[src/rtl/alignment_engine.sv]
// rtl/alignment_engine.sv - time-multiplexed global/local sequence alignment scorer
// One DP cell per clock over a single row buffer; result leaves on a valid/ready port.
module alignment_engine #(
  parameter int MAX_N   = 64,
  parameter int MAX_M   = 64,
  parameter int SYM_W   = 2,
  parameter int SCORE_W = 16,
  parameter int LEN_W   = $clog2(MAX_N > MAX_M ? MAX_N + 1 : MAX_M + 1)
) (
  input  logic                      clk,
  input  logic                      reset,
  input  logic                      seq_valid,
  output logic                      seq_ready,
  input  logic                      seq_sel,
  input  logic [LEN_W-1:0]          seq_addr,
  input  logic [SYM_W-1:0]          seq_sym,
  input  logic [LEN_W-1:0]          n_len,
  input  logic [LEN_W-1:0]          m_len,
  input  logic signed [SCORE_W-1:0] match_score,
  input  logic signed [SCORE_W-1:0] mismatch_penalty,
  input  logic signed [SCORE_W-1:0] gap_penalty,
  input  logic                      mode,
  input  logic                      start,
  output logic                      busy,
  output logic                      cfg_err,
  output logic                      sol_valid,
  input  logic                      sol_ready,
  output logic signed [SCORE_W-1:0] solution
);
  localparam int AW_A = $clog2(MAX_N);
  localparam int AW_B = $clog2(MAX_M);
  localparam int RW   = $clog2(MAX_M + 1);
  localparam logic [LEN_W-1:0] MAX_N_L = LEN_W'(MAX_N);
  localparam logic [LEN_W-1:0] MAX_M_L = LEN_W'(MAX_M);
  localparam logic signed [SCORE_W-1:0] S_MAX = {1'b0, {(SCORE_W-1){1'b1}}};
  localparam logic signed [SCORE_W-1:0] S_MIN = {1'b1, {(SCORE_W-1){1'b0}}};

  typedef enum logic [1:0] {IDLE, INIT, COMPUTE, OUT} state_t;
  state_t state, state_nxt;

  function automatic logic signed [SCORE_W-1:0] sat_add(input logic signed [SCORE_W-1:0] x,
                                                        input logic signed [SCORE_W-1:0] y);
    logic [SCORE_W:0] s;
    s = {x[SCORE_W-1], x} + {y[SCORE_W-1], y};
    if (s[SCORE_W] != s[SCORE_W-1]) sat_add = s[SCORE_W] ? S_MIN : S_MAX;
    else sat_add = s[SCORE_W-1:0];
  endfunction

  function automatic logic signed [SCORE_W-1:0] max2(input logic signed [SCORE_W-1:0] x,
                                                     input logic signed [SCORE_W-1:0] y);
    max2 = (x > y) ? x : y;
  endfunction

  logic [SYM_W-1:0]          mem_a [0:MAX_N-1];
  logic [SYM_W-1:0]          mem_b [0:MAX_M-1];
  logic signed [SCORE_W-1:0] row   [0:MAX_M];

  logic [LEN_W-1:0]          n_r, m_r, i_cnt, j_cnt;
  logic signed [SCORE_W-1:0] match_r, mis_r, gap_r;
  logic                      mode_r;
  logic signed [SCORE_W-1:0] init_val, edge_r, diag_r, left_r, best_r;

  logic                      cfg_bad, last_cell, first_col, row_we;
  logic [SYM_W-1:0]          sym_a, sym_b;
  logic signed [SCORE_W-1:0] up, diag, left, sub, h_raw, h, row_wdata;

  assign cfg_bad = (n_len == '0) || (m_len == '0) || (n_len > MAX_N_L) || (m_len > MAX_M_L);
  assign last_cell = (i_cnt == n_r) && (j_cnt == m_r);

  always_comb begin
    state_nxt = state;
    busy      = 1'b0;
    seq_ready = 1'b0;
    sol_valid = 1'b0;
    case (state)
      IDLE: begin
        seq_ready = 1'b1;
        if (start && !cfg_bad) state_nxt = INIT;
      end
      INIT: begin
        busy = 1'b1;
        if (j_cnt == m_r) state_nxt = COMPUTE;
      end
      COMPUTE: begin
        busy = 1'b1;
        if (last_cell) state_nxt = OUT;
      end
      OUT: begin
        busy      = 1'b1;
        sol_valid = 1'b1;
        if (sol_ready) state_nxt = IDLE;
      end
      default: state_nxt = IDLE;
    endcase
  end

  always_ff @(posedge clk or posedge reset) begin
    if (reset) state <= IDLE;
    else       state <= state_nxt;
  end

  // Column 0 is never stored: its diag/left come from edge_r, which tracks (i-1)*gap.
  always_comb begin
    sym_a     = mem_a[AW_A'(i_cnt - 1'b1)];
    sym_b     = mem_b[AW_B'(j_cnt - 1'b1)];
    up        = row[j_cnt[RW-1:0]];
    first_col = (j_cnt == LEN_W'(1));
    diag      = first_col ? (mode_r ? '0 : edge_r) : diag_r;
    left      = first_col ? (mode_r ? '0 : sat_add(edge_r, gap_r)) : left_r;
    sub       = (sym_a == sym_b) ? match_r : mis_r;
    h_raw     = max2(max2(sat_add(diag, sub), sat_add(up, gap_r)), sat_add(left, gap_r));
    h         = (mode_r && h_raw[SCORE_W-1]) ? '0 : h_raw;
    row_we    = (state == INIT) || (state == COMPUTE);
    row_wdata = (state == INIT) ? (mode_r ? '0 : init_val) : h;
  end

  always_ff @(posedge clk) begin
    if (seq_valid && seq_ready) begin
      if (!seq_sel && seq_addr < MAX_N_L) mem_a[seq_addr[AW_A-1:0]] <= seq_sym;
      if (seq_sel && seq_addr < MAX_M_L)  mem_b[seq_addr[AW_B-1:0]] <= seq_sym;
    end
    if (row_we) row[j_cnt[RW-1:0]] <= row_wdata;
  end

  always_ff @(posedge clk or posedge reset) begin
    if (reset) begin
      n_r      <= '0;
      m_r      <= '0;
      i_cnt    <= '0;
      j_cnt    <= '0;
      match_r  <= '0;
      mis_r    <= '0;
      gap_r    <= '0;
      mode_r   <= 1'b0;
      init_val <= '0;
      edge_r   <= '0;
      diag_r   <= '0;
      left_r   <= '0;
      best_r   <= '0;
      solution <= '0;
      cfg_err  <= 1'b0;
    end else begin
      cfg_err <= (state == IDLE) && start && cfg_bad;
      case (state)
        IDLE: begin
          if (start && !cfg_bad) begin
            n_r      <= n_len;
            m_r      <= m_len;
            match_r  <= match_score;
            mis_r    <= mismatch_penalty;
            gap_r    <= gap_penalty;
            mode_r   <= mode;
            i_cnt    <= LEN_W'(1);
            j_cnt    <= '0;
            init_val <= '0;
          end
        end
        INIT: begin
          // Saturating accumulation equals the clamped product j*gap since gap has a fixed sign.
          init_val <= sat_add(init_val, gap_r);
          edge_r   <= '0;
          best_r   <= '0;
          j_cnt    <= (j_cnt == m_r) ? LEN_W'(1) : j_cnt + 1'b1;
        end
        COMPUTE: begin
          diag_r <= up;
          left_r <= h;
          best_r <= max2(best_r, h);
          if (j_cnt == m_r) begin
            j_cnt  <= LEN_W'(1);
            i_cnt  <= i_cnt + 1'b1;
            edge_r <= sat_add(edge_r, gap_r);
          end else begin
            j_cnt <= j_cnt + 1'b1;
          end
          if (last_cell) solution <= mode_r ? max2(best_r, h) : h;
        end
        default: ;
      endcase
    end
  end
endmodule

[config.mk]
export PLATFORM = sky130hd
export DESIGN_NAME = alignment_engine
export DESIGN_NICKNAME = d
export VERILOG_FILES = /design/src/rtl/alignment_engine.sv
export SDC_FILE = /design/constraint.sdc
export NUM_CORES = 2
export LEC_CHECK = 0
export ABC_AREA = 1
export CELL_PAD_IN_SITES_DETAIL_PLACEMENT = 0
export CELL_PAD_IN_SITES_GLOBAL_PLACEMENT = 1
export CORE_ASPECT_RATIO = 0.6
export CORE_MARGIN = 4
export CORE_UTILIZATION = 35
export CTS_CLUSTER_SIZE = 16
export DETAILED_ROUTE_END_ITERATION = 12
export MAX_ROUTING_LAYER = met4
export PLACE_DENSITY_LB_ADDON = 0.1
export SKIP_LAST_GASP = 1
export SLEW_MARGIN = 20
export SYNTH_ARGS = -nofsm -noshare
export SYNTH_HDL_FRONTEND = slang
export SYNTH_SLANG_ARGS = --single-unit
export TNS_END_PERCENT = 10
[constraint.sdc]
create_clock -name clk -period 17.2 [get_ports clk]
set_input_delay 2.58 -clock clk [delete_from_list [all_inputs] [get_ports clk]]
set_output_delay 2.58 -clock clk [all_outputs]
set_load 0.005 [all_outputs]
==> metrics.txt <==
Inserted Clock Buffers=between 150 and 200; worst reg2reg endpoint=best_r[0]$_DFFE_PP0P_; Syn Area/Cell=roughly 11 µm²; multi-input logic area=19300 µm²; I/O pin cnt=between 90 and 100; first-pass GRT wire length=between 300000 and 400000 µm; worst reg2reg startpoint=j_cnt[0]$_DFFE_PP0P_; CP startpoint=j_cnt[0]$_DFFE_PP0P_; Compound-Gate Fraction of Synth Area=8.48%; Post-synth EDFFs=~1300; sink of the worst hold path=diag_r[3]$_DFFE_PP0P_; DRT Pass-1 Iters=6; TritonCTS clock tree=yes; nets=approximately 6100; xor-xnor portion of the synthesized cell area=0.832%; antenna viol nets, final=0; Place WS=about 1.8 ns; sequential share of power=53.6%; total nets after synthesis=between 5000 and 6000; setup TNS=0 ns; crit share post-route=between 80% and 90%; Worst-path clk slew=0.06 ns; Worst R2R Path Depth=between 60 and 70; Final Setup Violations=0; Post-Synth Adder-Cell Area=between 2 and 3%; cell-internal power=about 5.7 mW; DR vias/cell=about 5.4; fin. max-slew vios=0; Max Root-Sink Buffers=4; initial DRC count=5231; RSZ-0062 raised after global routing=no; required time of the critical path=around 18 ns; Achievable Freq=66.7 MHz; clk_lat worst skew=about 0.8 ns; outcome=completed; Hold Fails Final Rpt=0; Syn Inst Count=approximately 5700; Hold-fix buffers, CTS=0; Die W=563 µm; vias in the first global route=42264; Port Buffer Count=97; Comb pwr share=under 10%; grt ovf=0; Hold Crit Start=diag_r[3]$_DFFE_PP0P_; Vias=around 45000; hpwl dp=152000 µm; CORE AREA=between 150000 and 200000 µm²; Slew @ Worst Pin=between 1 and 1.5 ns; Post-Synth Simple-Gate Area=roughly 16%; yosys warns=0; post-synthesis mux area share=less than 1%; sequential-to-total area share from yosys stat=roughly 67%; post-CTS resize count=0; Leak=approximately 27 nW; Fill cells=approximately 18000; largest family of logic cells by synthesized area=simple AND/OR/NAND/NOR gates; die area=between 150000 and 200000 µm²; ys flop type=edfxtp_1; worst setup path class=flop to flop; Switching Fraction=21.2%; Sw Pwr=between 1.5 and 2 mW; FF+latch area=about 43000 µm²; starting density of the core=a little over a third; max incr delay on CP=between 0.8 and 0.9 ns; r2r setup slk=2.20 ns; Syn-to-layout area delta=14.4%; Clock Sinks=1472; setup ws final=2.20 ns; initial antenna violation count=16; asr flop ratio synth=12.0%; Residual DRC=0; Synth Cell Area=roughly 65000 µm²; largest net degree at the start of global routing=96; Hold Path Stages=2; CP startpoint kind=flop; share of cells above drive strength 1=under 10%; GRT Util Overall=around a quarter; root buf cell=clkbuf_16; H-tree depth=4; worst IR drop on VDD=0.0000708 V; crit path DAT=roughly 16 ns; Synth cell types=61; CP endpoint kind=flop; wire length per cell=roughly 27 µm; Final min period=15.00 ns; P per Cell Area=97.7 nW/µm²; Max-Slew Margin vs Limit=18.0%; RD Place Congestion=0.895; DRT Wirelength=between 200000 and 250000 µm; Post-CTS Setup Inserts=0; Clock power frac=between 40% and 50%; Max Cap Viol=0; #FFs+latches synth=1472; Worst Path Max Fanout=65; WHS=0.480 ns; Die H=341 µm; Max stage delay cell, worst path=inv_6; Final Skew=0.0570 ns; CP most frequent cell=nand2_1; FP Rows=approximately 120; worst min-delay path class=flop to flop
cells in the mapped netlist, types with 4 or more instances:
cell type | count | area share, %
ha_1 | 146 | 2.8
nand2_1 | 1550 | 9.0
buf_2 | 102 | 0.79
dfrtp_1 | 176 | 6.8
o21bai_1 | 6 | 0.070
and2_1 | 22 | 0.21
nand2_2 | 4 | 0.039
or2_2 | 14 | 0.14
xor2_1 | 32 | 0.43
o22ai_1 | 24 | 0.23
o21ai_1 | 8 | 0.062
fa_1 | 5 | 0.15
a31oi_1 | 11 | 0.11
nand4_1 | 123 | 1.2
o211ai_1 | 17 | 0.20
buf_6 | 6 | 0.10
a21oi_1 | 210 | 1.6
a221oi_1 | 98 | 1.3
clkbuf_1 | 106 | 0.62
o2111ai_1 | 7 | 0.095
nor2_2 | 5 | 0.048
and3_1 | 14 | 0.14
nand3_1 | 291 | 2.3
buf_1 | 15 | 0.087
buf_4 | 8 | 0.093
inv_1 | 360 | 2.1
a22o_1 | 50 | 0.68
nor3_1 | 39 | 0.30
edfxtp_1 | 1296 | 60
nand3b_1 | 9 | 0.10
o21ai_0 | 215 | 1.7
nand3_2 | 4 | 0.062
mux2_2 | 55 | 0.96
o221ai_1 | 4 | 0.054
inv_2 | 13 | 0.075
clkinv_1 | 6 | 0.035
nor2_1 | 390 | 2.3
xnor2_1 | 10 | 0.14
a22oi_1 | 166 | 1.9
o2bb2ai_1 | 7 | 0.095
a21o_1 | 8 | 0.093
final cells by class:
class / count / share of cell area, %
antenna: 8 / 0.0271
clock buffer: 193 / 5.53
clock inverter: 67 / 0.655
inverter: 380 / 1.98
multi-input combinational: 3580 / 26.1
sequential: 1472 / 58.6
tap: 2460 / 4.16
timing repair buffer: 242 / 2.96
state kept, by name, summed over array words and instances, names as in the netlist, 16 cells and up:
register	flops
gap_r	16
solution	16
row	1040
mem_a	128
diag_r	16
init_val	16
mis_r	16
left_r	16
mem_b	128
best_r	16
edge_r	16
match_r	16
cells in the final DEF, fill, tap and decap left out, types with 8 or more instances in the layout:
master           count
nand2_1           1547
a21oi_1            210
a31oi_1             11
nand3_1            290
nor3_1              33
o22ai_1              8
nor2_4              14
clkinv_1            41
clkinv_2            21
inv_1              358
mux2_2              55
o211ai_1            17
clkdlybuf4s50_1     95
clkbuf_16          157
a21o_1               8
and3_1              14
o22ai_4             16
diode_2              8
a22o_1              50
ha_1               145
o21ai_1             12
clkbuf_1            33
xnor2_1             10
nor2_2              41
dfrtp_1            174
buf_4              138
nand3b_1             9
nand4_1            123
nor2_1             341
o21ai_0            210
a221oi_1            98
edfxtp_1          1296
a22oi_1            166
and2_1              22
or2_2               14
xor2_1              32
worst max-delay path by stage:
| stage | endpoint | slack [ns] |
|---|---|---|
| 3_3_place_gp | best_r[0]$_DFFE_PP0P_ | 2.05 |
| 2_1_floorplan | row[0][13]$_DFFE_PP_ | 6.82 |
| 6_report | best_r[0]$_DFFE_PP0P_ | 2.20 |
| 5_1_grt | solution[14]$_DFFE_PP0P_ | 0.90 |
| 3_5_place_dp | best_r[0]$_DFFE_PP0P_ | 1.81 |
| 4_1_cts | best_r[0]$_DFFE_PP0P_ | 1.78 |
cell families after synthesis:
kind of cell	after synthesis
simple gates	2475
fa+ha+maj	151
buf+inv	617
flops	1472
xor+xnor	49
mux	55
compound gates	850
per-stage QoR:
stage	utilization, %	cells	power (mW)	area, µm²
2_1_floorplan	-	5669	4.05	64700
3_3_place_gp	37.9	8130	4.12	69200
3_5_place_dp	38.0	8133	4.12	69300
4_1_cts	40.5	8393	7.30	73900
5_1_grt	40.5	8395	7.49	73900
6_report	40.5	8402	7.23	74000
power groups by stage:
stage | Sequential (mW) | Clock [mW] | Combinational [mW]
floorplan | 3.94 | 0 | 0.106
global placement | 3.95 | 0 | 0.174
detailed placement | 3.95 | 0 | 0.174
CTS | 3.87 | 3.25 | 0.174
global route | 3.87 | 3.42 | 0.199
finish | 3.87 | 3.18 | 0.173
worst max-delay path, delay by kind of cell, from the launching register on:
kind            cells  cell delay, ns
simple gates       33            7.62
buf+inv            10            3.21
compound gates     12            1.69
fa+ha+maj           5            1.49
flops               1            0.49
xor+xnor            1            0.19
per-layer routing:
layer / track usage (%) / wire, µm / up-vias
met4: 3.09 / 2590 / 0
li1: - / - / 20486
met5: - / 0 / -
met1: 39.6 / 117000 / 22797
met2: 30.7 / 88600 / 1727
met3: 5.08 / 21100 / 197
Power figures use the tool's default switching activity.
